**config.mk**
```make
export PLATFORM = sky130hd
export DESIGN_NAME = seq_ram_writer
export DESIGN_NICKNAME = d
export VERILOG_FILES = /design/src/rtl/seq_ram_pkg.sv /design/src/rtl/sp_ram.sv /design/src/rtl/seq_ram_writer.sv
export SDC_FILE = /design/constraint.sdc
export NUM_CORES = 1
export LEC_CHECK = 0
export CELL_PAD_IN_SITES_DETAIL_PLACEMENT = 0
export CELL_PAD_IN_SITES_GLOBAL_PLACEMENT = 1
export CORE_UTILIZATION = 24
export CTS_CLUSTER_DIAMETER = 30
export DETAILED_ROUTE_END_ITERATION = 8
export GPL_ROUTABILITY_DRIVEN = 0
export PLACE_DENSITY_LB_ADDON = 0.08
export SYNTH_ARGS = -nofsm -noshare
export SYNTH_HDL_FRONTEND = slang
export SYNTH_SLANG_ARGS = --single-unit
export TNS_END_PERCENT = 1
```
**constraint.sdc**
```tcl
create_clock -name clk -period 2.59 [get_ports clk]
set_input_delay 0.518 -clock clk [delete_from_list [all_inputs] [get_ports clk]]
set_output_delay 0.518 -clock clk [all_outputs]
set_load 0.03 [all_outputs]
```
**src/rtl/seq_ram_pkg.sv**
```systemverilog
// Shared types and default sizes for the sequential RAM writer.
package seq_ram_pkg;

    localparam int unsigned DataWDefault = 4;
    localparam int unsigned AddrWDefault = 6;

    typedef enum logic [1:0] {
        StIdle,
        StWrite,
        StDone
    } state_e;

endpackage

```
**src/rtl/sp_ram.sv**
```systemverilog
// Single-port-write RAM with a registered read address; contents are never reset.
module sp_ram #(
    parameter int unsigned DATA_W = 4,
    parameter int unsigned ADDR_W = 6
) (
    input  logic              clk,
    input  logic              rst_n,
    input  logic              we,
    input  logic [ADDR_W-1:0] waddr,
    input  logic [DATA_W-1:0] wdata,
    input  logic [ADDR_W-1:0] raddr,
    output logic [DATA_W-1:0] rdata
);

    localparam int unsigned Depth = 1 << ADDR_W;

    logic [DATA_W-1:0] mem [Depth];
    logic [ADDR_W-1:0] raddr_q;

    always_ff @(posedge clk) begin
        if (we) begin
            mem[waddr] <= wdata;
        end
    end

    always_ff @(posedge clk or negedge rst_n) begin
        if (!rst_n) begin
            raddr_q <= '0;
        end else begin
            raddr_q <= raddr;
        end
    end

    // Combinational read of the stored address: a write shows up right after its edge.
    assign rdata = mem[raddr_q];

endmodule

```
**src/rtl/seq_ram_writer.sv**
```systemverilog
// Burst writer: after start, streams len words from a valid/ready input into
// consecutive RAM addresses (wrapping), then pulses done for one cycle.
module seq_ram_writer
    import seq_ram_pkg::*;
#(
    parameter int unsigned DATA_W = DataWDefault,
    parameter int unsigned ADDR_W = AddrWDefault
) (
    input  logic              clk,
    input  logic              rst_n,
    input  logic              start,
    input  logic [ADDR_W-1:0] base_addr,
    input  logic [ADDR_W:0]   len,
    input  logic              wr_valid,
    input  logic [DATA_W-1:0] wr_data,
    output logic              wr_ready,
    output logic              busy,
    output logic              done,
    input  logic [ADDR_W-1:0] rd_addr,
    output logic [DATA_W-1:0] q
);

    localparam logic [ADDR_W:0] CntOne = 1;

    state_e            state_q, state_d;
    logic [ADDR_W-1:0] ptr_q, ptr_d;
    logic [ADDR_W:0]   cnt_q, cnt_d;
    logic              beat;

    always_ff @(posedge clk or negedge rst_n) begin
        if (!rst_n) begin
            state_q <= StIdle;
            ptr_q   <= '0;
            cnt_q   <= '0;
        end else begin
            state_q <= state_d;
            ptr_q   <= ptr_d;
            cnt_q   <= cnt_d;
        end
    end

    assign beat = wr_valid && wr_ready;

    always_comb begin
        state_d = state_q;
        ptr_d   = ptr_q;
        cnt_d   = cnt_q;
        unique case (state_q)
            StIdle: begin
                if (start && (len != '0)) begin
                    state_d = StWrite;
                    ptr_d   = base_addr;
                    cnt_d   = len;
                end
            end
            StWrite: begin
                if (beat) begin
                    ptr_d = ptr_q + 1'b1;
                    cnt_d = cnt_q - 1'b1;
                    if (cnt_q == CntOne) begin
                        state_d = StDone;
                    end
                end
            end
            StDone: begin
                state_d = StIdle;
            end
            default: begin
                state_d = StIdle;
            end
        endcase
    end

    // Outputs decode state only, so the asynchronous reset clears them at once.
    always_comb begin
        wr_ready = 1'b0;
        busy     = 1'b0;
        done     = 1'b0;
        unique case (state_q)
            StIdle: begin
            end
            StWrite: begin
                wr_ready = 1'b1;
                busy     = 1'b1;
            end
            StDone: begin
                busy = 1'b1;
                done = 1'b1;
            end
            default: begin
            end
        endcase
    end

    sp_ram #(
        .DATA_W(DATA_W),
        .ADDR_W(ADDR_W)
    ) u_sp_ram (
        .clk  (clk),
        .rst_n(rst_n),
        .we   (beat),
        .waddr(ptr_q),
        .wdata(wr_data),
        .raddr(rd_addr),
        .rdata(q)
    );

endmodule

```
# After elaboration in Yosys (flattened, before gate mapping)
# Memory sizes are Yosys's and may differ from the RTL's.
# Index checks and enable logic that the tools add are counted.
[op_classes]
addsub = 2
eq_ne = 6
n_mux = 15
reduce_logical = 8
[ops]
columns = ["cell", "n"]
rows = [
  ["$mux 7", 2],
  ["$pmux 7 s2", 1],
  ["$mux 6", 2],
  ["$pmux 6 s2", 1],
  ["$eq 7x1->1 const B", 1],
  ["$reduce_bool 7->1", 1],
  ["$sub 7x1->7 const B", 1],
  ["$add 6x1->6 const B", 1],
  ["$mux 2", 3],
  ["$ne 2x2->1 const B", 3],
  ["$reduce_and 3->1", 2],
  ["$mux 1", 5],
  ["$pmux 2 s2", 1],
  ["$eq 2x1->1 const B", 1],
  ["$eq 2x2->1 const B", 1],
  ["$logic_and 1x1->1", 2],
  ["$logic_not 2->1", 1],
  ["$reduce_bool 2->1", 1],
  ["$reduce_or 2->1", 1],
]
[totals]
register_bits = 21
ramBits = 256
wordCells = 36
mem_count = 1
[mem_list]
columns = ["memory", "words", "word_bits", "read_ports", "rd_clocked_by_memory_dff", "write_ports", "line", "text"]
rows = [
  ["u_sp_ram.mem", 64, 4, 1, 0, 1, "sp_ram.sv:17", "logic [DATA_W-1:0] mem [Depth];"],
]

# Longest topological paths before layout
# Gate-level depths: netlist of the first run.
[depth]
depth_word = 5
ltp_mapped = 9
mapped_depth_nobuf = 6

# By module
# From an unflattened synthesis of the first run, not the netlist that was laid out.
[unflattened]
cells_unflattened = 644
area_unflattened_um2 = 11518.5
[by_module_without_submodules]
columns = ["mod", "n_inst", "cells_each", "area_each_um2", "seq_area_each_um2"]
rows = [
  ["sp_ram", 1, 523, 10477.5, 7837.5],
  ["seq_ram_writer", 1, 121, 1041.0, 375.4],
]

# Least setup slack after synthesis of the first run
# No wires, ideal clock.
[synth_path]
kind = "register to output"
startpoint = "register u_sp_ram.raddr_q[2]"
endpoint = "output q[1]"
t_arrival_ps = 2498
required_time_ps = 2072
slack_ps = -426
stages_incl_launch_ff = 7
path_buffers = 3
path_cell_list = "dfrtp_1 buf_2 clkbuf_1 buf_2 o221ai_1 o21a_1 o41ai_1"
[synth_via]
elab_chain_len = 1
[synth_lines]
columns = ["element", "line", "text"]
rows = [
  ["from (decl)", "sp_ram.sv:18", "logic [ADDR_W-1:0] raddr_q;"],
  ["from (signal assigned)", "sp_ram.sv:30", "raddr_q <= raddr;"],
  ["$mem_v2 64x4", "-", ""],
  ["to (decl)", "seq_ram_writer.sv:20", "output logic [DATA_W-1:0] q"],
]
# Every way passes these cells.

# Worst setup path after layout of the first run
[layout_path]
startpoint = "register u_sp_ram.raddr_q[0]"
endpoint = "output q[3]"
# The elaborated chain is that of the path after synthesis.

==> results of run 1 <==
==> cells in the mapped netlist, types with 3 or more instances <==
library cell  instances  area [um^2]
o22ai_1              14         87.6
nand2b_1              4         25.0
clkbuf_1             13         48.8
nand3_1               9         45.0
nor2_1               76          285
ha_1                  6         75.1
buf_2                 8         40.0
nor3_1                5         25.0
inv_1                 6         22.5
edfxtp_1            256         7690
a211oi_1              4         30.0
mux2i_1              15          150
nand2_1              21         78.8
dfrtp_1              21          526
mux4_1                3         78.8
nand4_1               3         18.8
or3_1                 3         18.8
nand3b_1              4         30.0
or2_2                 4         25.0
mux4_2               65         1460
buf_6                 3         33.8
a21oi_1              20          100
nor2b_1               5         31.3
o21ai_0              11         55.1
buf_4                 6         45.0
==> worst max-delay path, cell delays in order, from the launching register on <==
cell	delay [ns]
dfrtp_4	0.41
buf_12	0.14
mux4_1	0.57
mux4_2	0.55
a211oi_2	0.24
buf_4	0.16
a41oi_1	0.05
buf_4	0.21
==> metal layers <==
metal	vias to the layer above	part of all wire [%]	GRT usage [%]
met3	58	4.5	3.24
met1	3336	47	19.2
li1	2870	-	-
met4	0	2.4	4.84
met5	-	0	0
met2	141	46	21.7
==> cells by family after synthesis <==
| group | after synthesis |
|---|---|
| compound gates | 69 |
| fa+ha+maj | 6 |
| buf+inv | 39 |
| flops | 277 |
| mux | 84 |
| simple gates | 143 |
==> what timing repair did <==
item,in CTS,in global routing
endpoints found under the setup margin,5,4
gates cloned,0,1
buffers inserted,2,5
gates resized for setup,6,6
hold buffers,0,0
==> path summary, 6_finish.rpt <==
| check | endpoint | from |
|---|---|---|
| setup reg to reg | u_sp_ram.mem[42][0] | state_q[1] |
| hold reg to reg | cnt_q[1] | cnt_q[1] |
| hold / removal | u_sp_ram.raddr_q[1] | rst_n |
| max in group asynchronous | u_sp_ram.raddr_q[0] | rst_n |
| setup / recovery | q[3] | u_sp_ram.raddr_q[0] |
| min in group clk | u_sp_ram.raddr_q[4] | rd_addr[4] |
==> layout make-up <==
type	instances	area, um^2	share of cell area, %
inverter	7	26.3	0.170
clock buffer	80	1810	11.7
timing repair buffer	131	1220	7.90
tap	607	759	4.92
sequential	277	8220	53.2
antenna	1	2.50	0.0162
multi-input combinational	302	2940	19.0
clock inverter	40	467	3.02
==> power breakdown <==
part	leakage (nW)	switching, mW	total, mW	internal, mW
logic	1.61	1.03	1.76	0.730
clock network	1.09	2.53	8.37	5.85
registers	2.55	0.281	5.40	5.11
==> sequential cells by signal, indices dropped and copies added, names as in the netlist <==
register          cells
cnt_q                 7
ptr_q                 6
state_q               2
u_sp_ram.mem        256
u_sp_ram.raddr_q      6
==> cell usage in the layout (no fill, tap or decap), types with 3 or more instances in the layout <==
cell and instances:
a211oi_1 3, o22ai_1 13, o21ai_0 11, buf_12 9, or3_1 3, nor2_1 76, or2_2 4, nand2b_1 4
edfxtp_1 256, clkinvlp_4 7, clkdlybuf4s50_1 24, inv_1 6, clkinv_4 6, dfrtp_1 18, mux4_2 65, buf_6 4
ha_1 6, clkbuf_1 9, mux4_1 3, nor2b_1 5, inv_6 3, nand3b_1 4, nand4_1 3, nand3_1 9
mux2i_1 13, clkinv_1 9, buf_4 86, nand2_1 21, buf_2 4, a21oi_1 20, clkinv_2 7, clkbuf_16 72
bufinv_16 9, nor3_1 5
==> stage by stage <==
step	std cells	util, %	hold WS [ns]	instance area (um^2)	setup TNS, ns
after CTS	1438	33.0	0.345	15300	-3.39
after detailed placement	1316	28.0	0.539	13000	-1.54
after global routing	1444	33.2	0.361	15400	-3.59
after global placement	1316	28.0	0.529	13000	-1.77
final	1445	33.2	0.364	15400	-3.24
after floorplan	618	-	0.222	11300	-0.0279
==> impl_metrics.yaml, run 1 <==
setup_path:
  reg2regPathDepth: 7
  setup.worst_path.end_class: "primary output"
  critPathLaunchType: "register"
  cp.required_ns: 2.07
  cp_max_fo: 7
  critPathKind: "reg2out"
  reg2reg_slack_ns: 0.35
  cp.arrival_ns: 2.89
detailed_routing:
  drt_drc_violations_left: 0
  drt-initial-drc-count: 463
  ant_nets: 0
  firstDrtPassIters: 4
  via_per_inst: 4.43
  wire_per_inst_um: 22.2
  num_vias: 6405
  wirelength_um: 32100
cells_and_area:
  syn_to_final_growth_pct: 36.7
  drive_gt1_share_pct: 35.2
  nFillCells: 4483
  final_nets: 820
synthesis:
  netlist_instances: 618
  synth_top_family_by_area: "multiplexers"
  ys_seq_area_share_pct: 72.7
  synth_seq_cells: 277
  ys.flop_type: "edfxtp_1"
  async_flop_share_pct: 7.58
  synth_edf_count: 256
  synth_compound_area_share_pct: 3.99
  yosysWarnings: 0
  synthSimpleGateAreaFrac_pct: 5.78
  mappedNetlistArea_um2: 11300
  synth_fp_nets: 651
  synthDistinctLibCells: 50
  yosys.area_share.adder_pct: 0.665
  avgSynthCellArea_um2: 18.3
  synth_xor_area_share_pct: 0
  synth_mux_area_share_pct: 15.1
timing:
  rsz0062_at_grt: "true"
  slew_viol_final: 0
  finalSetupViolations: 4
  max_freq_ghz: 0.293
  setup_slack_ns: -0.820
  slew_headroom_pct: 45.1
  hold_viol_final: 0
  worstMarginPinSlew_ns: 0.824
  fin_skew_ns: 0.0112
  finalCritPeriodShare_pct: 132
  layout_min_cycle_time_ns: 3.41
die:
  ios: 34
  die_h_um: 219
  core-area_um2: 46500
  dieArea_um2: 47900
  core.rowCount: 79
  start_util_pct: 24.3
  die_w_um: 219
cts:
  cts_htree_levels: 3
  clk_latency_ns: 0.56
  root_buffer: "clkbuf_16"
  clk_pin_slew_worst_paths_ns: 0.05
  cts_tree: "yes"
  clock-sinks: 277
  cts_buffers: 68
  cts_buffer_depth: 3
job:
  maxCapViolations: 0
global_route:
  grt_max_degree: 65
  grt_pass1_wl_um: 47700
  grt_pass1_vias: 7041
  overflow: 0
  antenna_found_initial: 0
  gr-usage-all-layers_pct: 14.0
pwr:
  powerDensity_nw_per_um2: 1010
  leakagePower_nw: 5.26
  peakVddDrop_mv: 0.575
  finalPower_mw: 15.5
run_status:
  outcome: "finished, violations left"
  violations: "negative setup slack"
worst_hold_path:
  hold_class: "in2async"
placement:
  pre_cts_ws_ns: -0.407
  hpwl_um: 21500
  portBuffers: 33
Note: power is estimated with default switching activity, not from simulation.
==> inputs of run 2 (changes only) <==
--- a/config.mk
+++ b/config.mk
@@ -15,4 +15,3 @@
 export SYNTH_ARGS = -nofsm -noshare
 export SYNTH_HDL_FRONTEND = slang
 export SYNTH_SLANG_ARGS = --single-unit
-export TNS_END_PERCENT = 1
==> run 2 against run 1 <==
  * The flow still finishes with violations (negative setup slack)
  * Final cell count increased by 1.5%
  * Clock skew increased by 0.010 ns
  * Power up 0.20%
==> impl_metrics.yaml, run 2 (same netlist as run 1, synthesis figures left out) <==
pwr:
  finalPower_mw: 15.6
  powerDensity_nw_per_um2: 997
  peakVddDrop_mv: 0.475
  leakagePower_nw: 5.32
cells_and_area:
  syn_to_final_growth_pct: 38.2
  largest_registers: "u_sp_ram.mem x256, cnt_q x7"
  layout_commonest_cell: "edfxtp_1"
  largest_reg_flops: 256
  drive_gt1_share_pct: 36.8
  final_nets: 837
  fin_util_pct: 33.6
  antennaDiodeCount: 0
  nFillCells: 4431
  final_cell_mix: "edfxtp_1, buf_4, clkbuf_16"
  largest-register: "u_sp_ram.mem"
die:
  die_w_um: 219
  dieArea_um2: 47900
  die_h_um: 219
  start_util_pct: 24.3
  ios: 34
  core.rowCount: 79
  core-area_um2: 46500
setup_path:
  critPathLaunchType: "register"
  reg2reg_slack_ns: 0.39
  setup.worst_path.end_class: "primary output"
  critPathKind: "reg2out"
  cp.required_ns: 2.07
  reg2regPathDepth: 8
  cp_max_fo: 10
  cp.arrival_ns: 2.88
  reg2reg_from: "state_q[1]"
  r2r-end: "u_sp_ram.mem[57][1]"
placement:
  portBuffers: 33
  pre_cts_ws_ns: -0.451
  hpwl_um: 20900
detailed_routing:
  wire_per_inst_um: 22.1
  drt_drc_violations_left: 0
  drt-initial-drc-count: 371
  wirelength_um: 32300
  via_per_inst: 4.38
  num_vias: 6420
  ant_nets: 0
  firstDrtPassIters: 4
cts:
  cts_buffers: 75
  cts_buffer_depth: 3
  clk_latency_ns: 0.57
  root_buffer: "clkbuf_16"
  cts_htree_levels: 3
  hold_buffers: 0
  clk_pin_slew_worst_paths_ns: 0.04
  clock-sinks: 277
  cts_tree: "yes"
timing:
  layout_min_cycle_time_ns: 3.40
  worstMarginPinSlew_ns: 0.871
  setup_slack_ns: -0.805
  max_freq_ghz: 0.295
  slew_headroom_pct: 41.9
  finalSetupViolations: 4
  hold_viol_final: 0
  slew_viol_final: 0
  fin_skew_ns: 0.0213
  finalCritPeriodShare_pct: 131
  rsz0062_at_grt: "true"
run_status:
  violations: "negative setup slack"
  outcome: "finished, violations left"
global_route:
  grt_pass1_wl_um: 47800
  grt_max_degree: 65
  grt_pass1_vias: 7054
  antenna_found_initial: 1
  gr-usage-all-layers_pct: 14.1
  overflow: 0
worst_hold_path:
  hold_class: "in2async"
job:
  maxCapViolations: 0
## run 2: cell count changes in the layout (fill, tap and decap cells not counted), moves of 3 or more
cell / previous run / this run
buf_6: 4 / 7
clkinv_2: 7 / 12
clkinv_1: 9 / 13
buf_4: 86 / 92
mux4_1: 3 / 0
inv_6: 3 / 0
clkbuf_1: 9 / 12
mux4_2: 65 / 68
clkbuf_8: 0 / 3
bufinv_16: 9 / 3
clkbuf_16: 72 / 78
clkinv_4: 6 / 2
## run 2: critical path, cell delays in order, from the launching register on
cell,delay [ns]
dfrtp_4,0.49
buf_12,0.17
mux4_2,0.51
mux4_2,0.53
o211ai_4,0.25
o41ai_4,0.16
buf_4,0.20
## run 2: per-layer routing
layer  up-vias  part of all wire (%)  GRT usage (%)
met5         -                 0.025              0
met4         2                   1.8           4.86
met3        49                   6.6           3.73
met2       159                    47           21.7
met1      3318                    45           19.2
li1       2892                     -              -
## run 2: worst max path at each step
stage / start / end / slack (ns) / cells after the start
2_1_floorplan: u_sp_ram.raddr_q[0] / q[1] / 0.01 / 7
3_3_place_gp: u_sp_ram.raddr_q[0] / q[2] / -0.41 / 6
3_5_place_dp: u_sp_ram.raddr_q[0] / q[2] / -0.45 / 6
4_1_cts: u_sp_ram.raddr_q[1] / q[2] / -0.84 / 7
5_1_grt: u_sp_ram.raddr_q[0] / q[3] / -0.89 / 8
6_report: u_sp_ram.raddr_q[0] / q[2] / -0.81 / 6
## run 2: area by class of cell
class / instances / area (um^2) / area share [%]
clock buffers: 93 / 2040 / 13.1
inverters: 7 / 26.3 / 0.168
well taps: 607 / 759 / 4.87
flip-flops and latches: 277 / 8220 / 52.7
repair buffers: 141 / 1310 / 8.38
multi-input cells: 302 / 2960 / 18.9
clock inverters: 39 / 297 / 1.90
## run 2: what timing repair did
| action | 4_1_cts | 5_1_grt |
|---|---|---|
| pin swaps | 4 | 2 |
| gates resized for setup | 24 | 2 |
| cloned | 2 | 0 |
| setup endpoints to repair | 5 | 4 |
| setup buffers | 12 | 1 |
## run 2: per-stage QoR
| stage | hold WS, ns | cells | area, um^2 | TNS (ns) |
|---|---|---|---|---|
| final | 0.349 | 1466 | 15600 | -3.04 |
| after global placement | 0.521 | 1319 | 13000 | -2.43 |
| after floorplan | 0.222 | 618 | 11300 | 0 |
| after detailed placement | 0.537 | 1319 | 13000 | -2.34 |
| after global routing | 0.369 | 1466 | 15600 | -3.42 |
| after CTS | 0.347 | 1465 | 15600 | -3.24 |
## run 2: power by group
| group | internal [mW] | switching (mW) | total [mW] |
|---|---|---|---|
| clock network | 5.78 | 2.61 | 8.39 |
| logic | 0.752 | 1.03 | 1.78 |
| registers | 5.12 | 0.275 | 5.39 |
| total | 11.7 | 3.91 | 15.6 |
